[src/rtl/alu_ctrl_pkg.sv]
// Shared constants for the pipelined ALU control stage: ALUop codes,
// LEGv8 R/I opcode patterns, ALU operation encodings and FSM states.
package alu_ctrl_pkg;

  localparam int OPCODE_W = 11;
  localparam int OPER_W   = 4;
  localparam int IOPC_W   = 10;

  // Main-control ALUop encodings
  localparam logic [1:0] ALUOP_LDST  = 2'b00;
  localparam logic [1:0] ALUOP_CBZ   = 2'b01;
  localparam logic [1:0] ALUOP_RTYPE = 2'b10;
  localparam logic [1:0] ALUOP_ITYPE = 2'b11;

  // R-format opcodes (instruction[31:21])
  localparam logic [OPCODE_W-1:0] OPC_ADD = 11'b10001011000;
  localparam logic [OPCODE_W-1:0] OPC_SUB = 11'b11001011000;
  localparam logic [OPCODE_W-1:0] OPC_AND = 11'b10001010000;
  localparam logic [OPCODE_W-1:0] OPC_ORR = 11'b10101010000;
  localparam logic [OPCODE_W-1:0] OPC_EOR = 11'b11001010000;
  localparam logic [OPCODE_W-1:0] OPC_LSL = 11'b11010011011;
  localparam logic [OPCODE_W-1:0] OPC_LSR = 11'b11010011010;
  localparam logic [OPCODE_W-1:0] OPC_MUL = 11'b10011011000;

  // I-format opcodes (instruction[31:22], i.e. opcode_field[10:1])
  localparam logic [IOPC_W-1:0] OPC_ADDI = 10'b1001000100;
  localparam logic [IOPC_W-1:0] OPC_SUBI = 10'b1101000100;
  localparam logic [IOPC_W-1:0] OPC_ANDI = 10'b1001001000;
  localparam logic [IOPC_W-1:0] OPC_ORRI = 10'b1011001000;

  // ALU operation encodings
  localparam logic [OPER_W-1:0] OP_AND     = 4'b0000;
  localparam logic [OPER_W-1:0] OP_ORR     = 4'b0001;
  localparam logic [OPER_W-1:0] OP_ADD     = 4'b0010;
  localparam logic [OPER_W-1:0] OP_EOR     = 4'b0011;
  localparam logic [OPER_W-1:0] OP_SUB     = 4'b0110;
  localparam logic [OPER_W-1:0] OP_PASSB   = 4'b0111;
  localparam logic [OPER_W-1:0] OP_LSL     = 4'b1000;
  localparam logic [OPER_W-1:0] OP_LSR     = 4'b1001;
  localparam logic [OPER_W-1:0] OP_MUL     = 4'b1010;
  localparam logic [OPER_W-1:0] OP_ILLEGAL = 4'b1111;

  typedef enum logic [1:0] {
    IDLE     = 2'd0,
    VALID    = 2'd1,
    MUL_WAIT = 2'd2
  } state_e;

endpackage

[src/rtl/alu_ctrl_decode.sv]
// Combinational decode of {ALUop, opcode field} into an ALU operation,
// an illegal flag and a MUL marker used by the stage to pick its latency.
module alu_ctrl_decode
  import alu_ctrl_pkg::*;
(
  input  logic [1:0]          alu_op,
  input  logic [OPCODE_W-1:0] opcode_field,
  output logic [OPER_W-1:0]   operation,
  output logic                illegal,
  output logic                is_mul
);

  logic [IOPC_W-1:0] iopc;
  assign iopc = opcode_field[OPCODE_W-1:1];

  // Full decode with defaults first so every path drives every output
  always_comb begin
    operation = OP_ILLEGAL;
    illegal   = 1'b0;
    is_mul    = 1'b0;
    case (alu_op)
      ALUOP_LDST: operation = OP_ADD;
      ALUOP_CBZ:  operation = OP_PASSB;
      ALUOP_RTYPE: begin
        case (opcode_field)
          OPC_ADD: operation = OP_ADD;
          OPC_SUB: operation = OP_SUB;
          OPC_AND: operation = OP_AND;
          OPC_ORR: operation = OP_ORR;
          OPC_EOR: operation = OP_EOR;
          OPC_LSL: operation = OP_LSL;
          OPC_LSR: operation = OP_LSR;
          OPC_MUL: begin
            operation = OP_MUL;
            is_mul    = 1'b1;
          end
          default: begin
            operation = OP_ILLEGAL;
            illegal   = 1'b1;
          end
        endcase
      end
      default: begin
        // I-type: the low opcode bit belongs to the immediate
        case (iopc)
          OPC_ADDI: operation = OP_ADD;
          OPC_SUBI: operation = OP_SUB;
          OPC_ANDI: operation = OP_AND;
          OPC_ORRI: operation = OP_ORR;
          default: begin
            operation = OP_ILLEGAL;
            illegal   = 1'b1;
          end
        endcase
      end
    endcase
  end

endmodule

[src/rtl/alu_control_pipe.sv]
// Registered, handshaked ALU control stage between ID and EX.
// Holds one decoded op; MUL holds the stage busy for MUL_CYCLES edges.
module alu_control_pipe
  import alu_ctrl_pkg::*;
#(
  parameter int OPCODE_W   = alu_ctrl_pkg::OPCODE_W,
  parameter int OPER_W     = alu_ctrl_pkg::OPER_W,
  parameter int MUL_CYCLES = 4,
  parameter int ILL_CNT_W  = 8
) (
  input  logic                 clk,
  input  logic                 rst_n,
  input  logic                 flush,
  input  logic                 in_valid,
  output logic                 in_ready,
  input  logic [1:0]           alu_op,
  input  logic [OPCODE_W-1:0]  opcode_field,
  output logic                 out_valid,
  input  logic                 out_ready,
  output logic [OPER_W-1:0]    alu_operation,
  output logic                 illegal,
  output logic                 busy,
  output logic [ILL_CNT_W-1:0] illegal_count
);

  localparam int CNT_W = (MUL_CYCLES > 1) ? $clog2(MUL_CYCLES) : 1;
  localparam logic [CNT_W-1:0] MUL_LOAD = CNT_W'(MUL_CYCLES - 1);
  localparam bit MUL_MULTI = (MUL_CYCLES > 1);

  state_e                state_q;
  logic [CNT_W-1:0]      count_q;
  logic [OPER_W-1:0]     op_q;
  logic                  illegal_q;
  logic [ILL_CNT_W-1:0]  ill_cnt_q;

  logic [OPER_W-1:0]     dec_op;
  logic                  dec_illegal;
  logic                  dec_mul;
  logic                  accept;

  alu_ctrl_decode u_decode (
    .alu_op       (alu_op),
    .opcode_field (opcode_field),
    .operation    (dec_op),
    .illegal      (dec_illegal),
    .is_mul       (dec_mul)
  );

  assign in_ready = !flush && ((state_q == IDLE) || ((state_q == VALID) && out_ready));
  assign accept   = in_valid && in_ready;

  assign out_valid     = (state_q == VALID);
  assign busy          = (state_q == MUL_WAIT);
  assign alu_operation = op_q;
  assign illegal       = illegal_q;
  assign illegal_count = ill_cnt_q;

  // Stage FSM: accept/reload, MUL countdown, flush squash, output hold
  always_ff @(posedge clk or negedge rst_n) begin
    if (!rst_n) begin
      state_q   <= IDLE;
      count_q   <= '0;
      op_q      <= '0;
      illegal_q <= 1'b0;
    end else if (flush) begin
      state_q <= IDLE;
      count_q <= '0;
    end else begin
      case (state_q)
        IDLE, VALID: begin
          if (accept) begin
            op_q      <= dec_op;
            illegal_q <= dec_illegal;
            if (dec_mul && MUL_MULTI) begin
              state_q <= MUL_WAIT;
              count_q <= MUL_LOAD;
            end else begin
              state_q <= VALID;
            end
          end else if (state_q == VALID && out_ready) begin
            state_q <= IDLE;
          end
        end
        MUL_WAIT: begin
          if (count_q == CNT_W'(1)) begin
            state_q <= VALID;
            count_q <= '0;
          end else begin
            count_q <= count_q - CNT_W'(1);
          end
        end
        default: begin
          state_q <= IDLE;
          count_q <= '0;
        end
      endcase
    end
  end

  // Saturating count of accepted illegal ops; survives flush
  always_ff @(posedge clk or negedge rst_n) begin
    if (!rst_n) begin
      ill_cnt_q <= '0;
    end else if (accept && dec_illegal && !(&ill_cnt_q)) begin
      ill_cnt_q <= ill_cnt_q + ILL_CNT_W'(1);
    end
  end

endmodule

[config.mk]
export PLATFORM = sky130hd
export DESIGN_NAME = alu_control_pipe
export DESIGN_NICKNAME = d
export VERILOG_FILES = /design/src/rtl/alu_ctrl_pkg.sv /design/src/rtl/alu_ctrl_decode.sv /design/src/rtl/alu_control_pipe.sv
export SDC_FILE = /design/constraint.sdc
export NUM_CORES = 1
export LEC_CHECK = 0
export ABC_AREA = 1
export ABC_CLOCK_PERIOD_IN_PS = 2000
export CAP_MARGIN = 20
export CORE_UTILIZATION = 48
export CTS_CLUSTER_DIAMETER = 30
export DETAILED_ROUTE_END_ITERATION = 7
export PLACE_DENSITY = 0.86
export SETUP_SLACK_MARGIN = 0.2
export SLEW_MARGIN = 20
export SYNTH_ARGS = -nofsm -noshare
export SYNTH_HDL_FRONTEND = slang
export SYNTH_SLANG_ARGS = --single-unit
[constraint.sdc]
create_clock -name clk -period 2 [get_ports clk]
set_clock_uncertainty 0.05 [all_clocks]
set_input_delay 0.3 -clock clk [delete_from_list [all_inputs] [get_ports clk]]
set_output_delay 0.3 -clock clk [all_outputs]
set_load 0.05 [all_outputs]
==> summary.txt <==
Status
  • Run status: completed

Worst setup path
  • CP top delay family: buffers and inverters
  • Critical path arrival: 1.32 ns
  • Crit-path slowest cell: dlygate4sd2_1
  • CP Buf/Inv Count: 1
  • Required time worst endpoint: 1.65 ns
  • Critical path launch point type: flip-flop
  • Max stage delay on crit path: 0.57 ns
  • Critical path class: reg2out
  • CP endpoint kind: primary output
  • Critical path, cell by cell: dlygate4sd2_1
  • CP max FO: 4

Min path
  • Hold WC Path Type: in2async

Power
  • Leak pwr: 0.861 nW
  • Pwr dens: 652 nW/um2
  • Peak supply drop: 0.624 mV

Synthesis
  • Top post-synthesis cells by area: dfrtp_1 (33%), nand2_1 (13%), nand3_1 (7.4%)
  • Yosys top cell area share: 0.332
  • Mapped Cells: 184
  • Syn Nets: 204
  • Syn. warnings: 0
  • Sequential share of the synthesized area: 0.332
  • Area leader, netlist: dfrtp_1
  • Synth Cell Area: 1280 um2
  • Flops & latches, synth: 17
  • Avg Cell Area, Syn: 6.97 um2
  • Distinct cell type count after synthesis: 29

GRT
  • Pin count of the biggest net entering global routing: 11
  • Global-route wire length before repair: 4510 um
  • Vias in the first global route: 1105
  • Gr usage total: 0.212
  • GR Overflow Total: 0
  • Antenna violations before repair: 0

Timing
  • Final Hold Vio Count: 0
  • Final min period: 1.67 ns
  • Fin Hold WS: 0.231 ns
  • Final setup viols: 0
  • Fmax: 598 MHz
  • Final Cycle Share: 0.836
  • Worst slew margin: 0.668
  • RSZ-0062 raised after global routing: no
  • Fin. max-slew vios: 0
  • Least-Margin Pin Slew: 0.499 ns
  • Total negative slack: 0 ns

Floorplan
  • Die Area: 2880 um2
  • Rows: 18
  • Area of the core: 2500 um2
  • Die H: 53.7 um
  • I/O pins: 34
  • DIE WIDTH: 53.7 um
  • Initial Util: 0.513

Clock tree
  • CTS Buf Count: 3
  • Clock Tree Buf Depth: 2
  • Clk_lat worst skew: 0.29 ns
  • H-tree depth: 1
  • Sink Count: 17
  • Post-CTS setup buffer count: 0
  • CTS tree: built
  • Hold buffers post-CTS: 0
  • CTS root buf: clkbuf_4
  • Reg clk slew, reported paths: 0.11 ns
  • CTS resizes: 13

Place
  • Last weighted congestion value of the routability-driven placer: 0.862
  • Buffers on Ports: 33
  • Detail Placement HPWL: 2150 um

Drt
  • WL/cell: 10.7 um
  • Via Count: 1246
  • Routed WL: 2680 um
  • DRC: 0
  • Via/cell ratio: 4.94
  • Iter 0 DRT Violations: 33
  • Final antenna-violating net count: 0
  • Drt pass-1 iters: 4

Final layout
  • Commonest cells after routing, fill and taps aside: nand2_1 (46), nor2_1 (22), inv_1 (22)
  • Antenna cells: 0
  • Share of layout cells above drive strength 1: 0.158
  • Final nets: 243
  • Commonest non-fill, non-tap cell in the layout: nand2_1
  • Area Overhead vs Synth: 31.5%

Flow run
  • Max Cap Viol: 0
==> registers in the layout (all words and copies together), names as in the netlist <==
signal,cells
count_q,2
state_q,2
illegal,1
alu_operation,4
illegal_count,8
==> area by class of cell <==
type / count / area [um2]
fillers: 225 / 813
multi-input cells: 142 / 773
flip-flops and latches: 17 / 428
repair buffers: 34 / 327
inverters: 25 / 93.8
well taps: 30 / 37.5
clock buffers: 3 / 22.5
clock inverters: 1 / 5.00
==> synthesized netlist by cell type, drive strengths merged <==
master and count:
nand3b 1, nor2 28, o21bai 1, nand2 55, xnor2 2, a21oi 3, inv 25, o21ai 5
dfrtp 17, nand4 2, or2 4, o32ai 1, a31oi 2, o22ai 1, o21a 1, nand3 22
nor3 7, xor2 4, a21boi 1, ha 2
==> per-stage QoR <==
step	power [mW]	area [um2]	utilization	std cells	worst slack (ns)
after floorplan	0.774	1290	-	184	0.325
after global placement	0.955	1670	0.668	248	0.0723
after detailed placement	0.961	1670	0.668	248	0.0302
after CTS	1.11	1680	0.673	252	0.313
after global routing	1.18	1690	0.675	252	0.224
final	1.10	1690	0.675	252	0.328
==> logic make-up (layout without fill, tap and decap cells) <==
| group | after synthesis | count (layout) | synth area share |
|---|---|---|---|
| buffers and inverters | 25 | 63 | 0.0732 |
| AO/OA/AOI/OAI | 15 | 15 | 0.0849 |
| flip-flops | 17 | 17 | 0.332 |
| AND/OR/NAND/NOR | 119 | 119 | 0.450 |
| adder cells (fa/ha/maj) | 2 | 2 | 0.0195 |
| XOR/XNOR | 6 | 6 | 0.0410 |
==> path summary, 6_finish.rpt <==
path                       depth (start not counted)  slack (ns)                    startpoint                           end
max                                                1        0.33  illegal_count[7]$_DFFE_PN0P_              illegal_count[7]
min in group clk                                   1        0.46           illegal$_DFFE_PN0P_           illegal$_DFFE_PN0P_
min                                                1        0.23                         rst_n  illegal_count[3]$_DFFE_PN0P_
min reg2reg                                        1        0.46           illegal$_DFFE_PN0P_           illegal$_DFFE_PN0P_
max in group asynchronous                          2        1.19                         rst_n        state_q[1]$_DFFE_PN0P_
max reg2reg                                        7        0.41        state_q[0]$_DFFE_PN0P_        count_q[0]$_DFFE_PN0P_
==> report_power, final <==
group / internal [mW] / switching [mW]
logic: 0.154 / 0.314
registers: 0.398 / 0.0499
clock network: 0.0743 / 0.110
==> per-layer routing <==
metal  wire, um  vias to the layer above  GRT usage
li1           -                      669          -
met1       1270                      547      0.278
met2       1280                       28      0.358
met3        107                        2     0.0254
met4         18                        0     0.0658
met5          0                        -          0
(Power assumes the default switching activity.)
